`src/rtl/fixp_normalizer.sv`:
```
// Normalizes an unsigned fixed-point magnitude with a precomputed leading-zero count into an IEEE-754 binary64 value.
// Optional macro FIXP_NORM_RNE_EN selects round-to-nearest-even; otherwise the mantissa is truncated.
module fixp_normalizer #(
    parameter int FIXP_WIDTH = 192,
    parameter int LZC_WIDTH  = 8,
    parameter int FRAC_BITS  = 96
) (
    input  logic                              clk,
    input  logic                              rst,
    input  logic                              in_tvalid,
    output logic                              in_tready,
    input  logic [FIXP_WIDTH+LZC_WIDTH:0]     in_tdata,
    output logic                              out_tvalid,
    input  logic                              out_tready,
    output logic [63:0]                       out_tdata,
    output logic                              lzc_err
);

    if (FIXP_WIDTH < 54 || FRAC_BITS > 1022 || (FIXP_WIDTH - 1 - FRAC_BITS) > 1022) begin : g_bad_format
        $error("fixp_normalizer: fixed-point format cannot be represented in binary64");
    end
    if ((2 ** LZC_WIDTH) < FIXP_WIDTH) begin : g_bad_lzc_width
        $error("fixp_normalizer: LZC_WIDTH too narrow for FIXP_WIDTH");
    end

    localparam logic [11:0] EXP_OFFSET = 12'(1023 + FIXP_WIDTH - 1 - FRAC_BITS);

    logic                  advance;

    logic                  s1_valid;
    logic [FIXP_WIDTH-1:0] s1_fixp;
    logic [LZC_WIDTH-1:0]  s1_lzc;
    logic                  s1_find;

    logic [52:0]           norm_top;
    logic                  lzc_bad;
    logic                  s1_zero;
    logic [11:0]           s1_exp;

    logic                  s2_valid;
    logic [51:0]           s2_mant;
    logic                  s2_zero;
    logic [11:0]           s2_exp;

    logic                  round_up;
    logic [52:0]           mant_sum;
    logic [10:0]           exp_final;
    logic [63:0]           packed_result;

    assign advance   = out_tready | ~out_tvalid;
    assign in_tready = advance;

    // Only the leading one and the 52 mantissa bits survive truncation; rounding also needs guard and sticky.
`ifdef FIXP_NORM_RNE_EN
    logic [FIXP_WIDTH-1:0] norm;
    logic                  norm_guard;
    logic                  norm_sticky;
    logic                  s2_guard;
    logic                  s2_sticky;

    assign norm        = s1_fixp << s1_lzc;
    assign norm_top    = norm[FIXP_WIDTH-1 -: 53];
    assign norm_guard  = norm[FIXP_WIDTH-54];
    assign norm_sticky = |(norm << 54);
`else
    assign norm_top = 53'((s1_fixp << s1_lzc) >> (FIXP_WIDTH - 53));
`endif

    // An out-of-range lzc shifts everything out, so a missing leading one covers both inconsistency cases.
    assign lzc_bad = s1_find & ~norm_top[52];
    assign s1_zero = ~s1_find | ~norm_top[52];
    assign s1_exp  = EXP_OFFSET - 12'(s1_lzc);

    always_comb begin
        round_up = 1'b0;
`ifdef FIXP_NORM_RNE_EN
        round_up = s2_guard & (s2_sticky | s2_mant[0]);
`endif
        mant_sum      = {1'b0, s2_mant} + {52'd0, round_up};
        exp_final     = 11'(s2_exp + {11'd0, mant_sum[52]});
        packed_result = 64'd0;
        if (!s2_zero) begin
            packed_result = {1'b0, exp_final, mant_sum[51:0]};
        end
    end

    always_ff @(posedge clk) begin
        if (rst) begin
            s1_valid   <= 1'b0;
            s2_valid   <= 1'b0;
            out_tvalid <= 1'b0;
            out_tdata  <= 64'd0;
            lzc_err    <= 1'b0;
        end else if (advance) begin
            s1_valid   <= in_tvalid;
            s2_valid   <= s1_valid;
            out_tvalid <= s2_valid;
            out_tdata  <= packed_result;
            if (s1_valid && lzc_bad) begin
                lzc_err <= 1'b1;
            end
        end
    end

    always_ff @(posedge clk) begin
        if (advance) begin
            s1_fixp <= in_tdata[FIXP_WIDTH+LZC_WIDTH:LZC_WIDTH+1];
            s1_lzc  <= in_tdata[LZC_WIDTH:1];
            s1_find <= in_tdata[0];
            s2_mant <= norm_top[51:0];
            s2_zero <= s1_zero;
            s2_exp  <= s1_exp;
`ifdef FIXP_NORM_RNE_EN
            s2_guard  <= norm_guard;
            s2_sticky <= norm_sticky;
`endif
        end
    end

endmodule

```
`config.mk`:
```
export PLATFORM = sky130hd
export DESIGN_NAME = fixp_normalizer
export DESIGN_NICKNAME = d
export VERILOG_FILES = /design/src/rtl/fixp_normalizer.sv
export SDC_FILE = /design/constraint.sdc
export NUM_CORES = 1
export LEC_CHECK = 0
export CORE_ASPECT_RATIO = 1.1
export CORE_MARGIN = 2
export CORE_UTILIZATION = 35
export CTS_BUF_LIST = sky130_fd_sc_hd__clkbuf_16
export DETAILED_ROUTE_END_ITERATION = 16
export PLACE_DENSITY = 0.65
export SLEW_MARGIN = 20
export SYNTH_ARGS = -nofsm -noshare
export SYNTH_HDL_FRONTEND = slang
export SYNTH_SLANG_ARGS = --single-unit
```
`constraint.sdc`:
```
create_clock -name clk -period 8.6 [get_ports clk]
set_input_delay 1.29 -clock clk [delete_from_list [all_inputs] [get_ports clk]]
set_output_delay 1.29 -clock clk [all_outputs]
set_load 0.03 [all_outputs]
```
==> run metrics <==
GRT Residual Overflow 0; min Tclk post-route 4740 ps; latest clock arrival within the worst-skew pair 570 ps; global-route wire length before repair 160000 um; H-tree levels 2; YS warnings 0; EDFF count, synth 265; via count 21700; critical path peak fanout 66; most frequent cells in the layout mux4_2 (334), clkdlybuf4s50_1 (269), edfxtp_1 (265); Placement Setup Slack 3890 ps; critical path class input pin to primary output; fin worst setup slack 3860 ps; largest net degree at the start of global routing 144; # IOs 272; sequential area share after synthesis 0.350; leakage power 10.7 nW; status finished, final reports clean; synthesized net count 2338; drt first pass iters 6; top_reg_cell synth edfxtp_1; post-route clock skew 21.4 ps; Seq cells post-synth 332; initial antenna violation count 2; DIE AREA 0.0782 mm^2; Post-DRT Antenna Nets 0; FMAX 211 MHz; RSZ-0062 raised after global routing false; most common cell after layout, fill and taps aside mux4_2; estimated wirelength of the detail-placed design 83900 um; Cell variety after synth 67; Synth Instances 2132; wire per inst 34.2 um; # setup viols final 0; final setup TNS 0 ps; Max VDD drop 0.000223 V; GR Util All Layers 0.283; layout cells sized above 1 0.271; die height 293 um; CTS tree built; max-cap violations 0; number of global-route vias before repair 20900; clock-pin slew on the worst setup and hold paths 60 ps; worst slew pin tran 1170 ps; Final GP Congestion 1.03; Worst EP arrival 3450 ps; Area Overhead vs Synth 17.2%; Hold-fix buffers, CTS 0; CTS resizes 0; Mapped Area 0.0266 mm^2; post-CTS setup buffers 0; Detailed Route WL 112000 um; Initial Utilization 0.352; Row Count 106; Critical Path RT 7310 ps; Fin. Hold Viols 0; period utilization 0.551; Post-synth ARST share 0; fillcell total 7043; Final Net Count 2476; Power Density 173 mW/mm^2; Avg Vias per Cell 6.63; detailed router's first-iteration violation count 2921; core footprint 0.0756 mm^2; CP Launch Type input pin; TritonCTS buffer count 36; fin. max-slew vios 0; hold crit path type flip-flop to flip-flop; Die X 267 um; DRC viols 0; worst relative slew slack 0.216; number of port buffers 270; clk sinks 332; Bufs on Longest Clock Path 3; Critical Path Sink Type primary output; Synth Area per Inst 12.5 um^2; CTS root buffer clkbuf_16
-- through the flow --
step | hold slack (ps) | cells | cell area, um^2 | utilization | total power, W
finish | 459 | 3271 | 31200 | 0.412 | 0.00540
global route | 484 | 3270 | 31200 | 0.412 | 0.00558
CTS | 454 | 3270 | 31200 | 0.412 | 0.00540
detailed placement | 446 | 3204 | 29900 | 0.396 | 0.00377
global placement | 446 | 3204 | 29900 | 0.396 | 0.00376
floorplan | 432 | 2132 | 26600 | - | 0.00307
-- layer usage --
metal | share of wire | GRT usage | vias to the layer above
met1 | 0.40 | 0.383 | 11100
met3 | 0.082 | 0.0491 | 230
li1 | - | - | 9047
met4 | 0.053 | 0.129 | 2
met2 | 0.46 | 0.443 | 1313
met5 | 0.000036 | 0 | -
-- cells by family after synthesis --
group	Yosys count	synth area share
mux	659	0.413
simple gates	462	0.0829
compound gates	434	0.111
flops	332	0.350
buf+inv	237	0.0410
xor+xnor	6	0.00198
fa+ha+maj	1	0.000471
other cells	1	0.000141
-- flip-flops by register name (all words and copies together), names as in the netlist --
register and cells:
s1_fixp 192, s1_valid 1, s2_exp 11, s2_zero 1
lzc_err 1, s2_valid 1, s2_mant 52, s1_lzc 8
out_tvalid 1, s1_find 1, out_tdata 63
-- synth_stat cells (6+ instances only) --
master | instances | share of area
nand3_1 | 21 | 0.0040
xnor2_1 | 6 | 0.0020
nor2b_1 | 7 | 0.0016
a32oi_1 | 9 | 0.0030
nand2_1 | 93 | 0.013
mux4_2 | 334 | 0.28
o32ai_1 | 14 | 0.0046
a31oi_1 | 13 | 0.0031
nor2_1 | 189 | 0.027
o21ai_0 | 39 | 0.0073
buf_4 | 20 | 0.0056
a22oi_1 | 19 | 0.0054
a211oi_1 | 19 | 0.0054
o221ai_1 | 12 | 0.0040
buf_1 | 31 | 0.0044
inv_1 | 13 | 0.0018
o22a_1 | 10 | 0.0033
buf_2 | 71 | 0.013
and2_1 | 12 | 0.0028
o21a_1 | 7 | 0.0020
nor3_1 | 33 | 0.0062
mux2i_1 | 170 | 0.064
nor3b_1 | 64 | 0.018
o211ai_1 | 19 | 0.0054
o22ai_1 | 66 | 0.016
a21oi_1 | 120 | 0.023
o31ai_1 | 6 | 0.0017
or2_2 | 6 | 0.0014
dfxtp_1 | 67 | 0.050
mux2_2 | 155 | 0.066
or3_1 | 7 | 0.0016
clkbuf_1 | 94 | 0.013
a221oi_1 | 9 | 0.0030
nand2b_1 | 13 | 0.0031
a22o_1 | 17 | 0.0056
edfxtp_1 | 265 | 0.30
-- worst max-delay path: stages --
cell             delay (ps)
clkdlybuf4s50_1         450
nor2b_4                 560
inv_8                   330
clkdlybuf4s50_1         720
-- power by group --
group	total [W]	switching, W	internal, W
combinational	0.00176	0.00100	0.000759
sequential	0.00203	0.000147	0.00188
clock	0.00162	0.000674	0.000943
total	0.00540	0.00182	0.00358
-- worst paths after layout --
check	startpoint	endpoint	slack [ps]	depth (start not counted)
worst max-delay path	out_tready	in_tready	3860	4
worst min-delay path	s2_valid$_SDFFE_PP0P_	s2_valid$_SDFFE_PP0P_	460	2
worst max register to register	s1_lzc[2]$_DFFE_PP_	s2_mant[26]$_DFFE_PP_	3940	7
worst min register to register	s2_valid$_SDFFE_PP0P_	s2_valid$_SDFFE_PP0P_	460	2
-- area by class of cell --
| class | count | area [um^2] | area share |
|---|---|---|---|
| clock buffers | 37 | 926 | 0.0297 |
| inverters | 16 | 73.8 | 0.00237 |
| flip-flops and latches | 332 | 9300 | 0.298 |
| well taps | 972 | 1220 | 0.0390 |
| repair buffers | 321 | 3140 | 0.101 |
| diodes | 1 | 2.50 | 0.0000803 |
| multi-input cells | 1563 | 16200 | 0.520 |
| clock inverters | 29 | 293 | 0.00939 |
No activity file was read; power rests on OpenSTA's default activity.
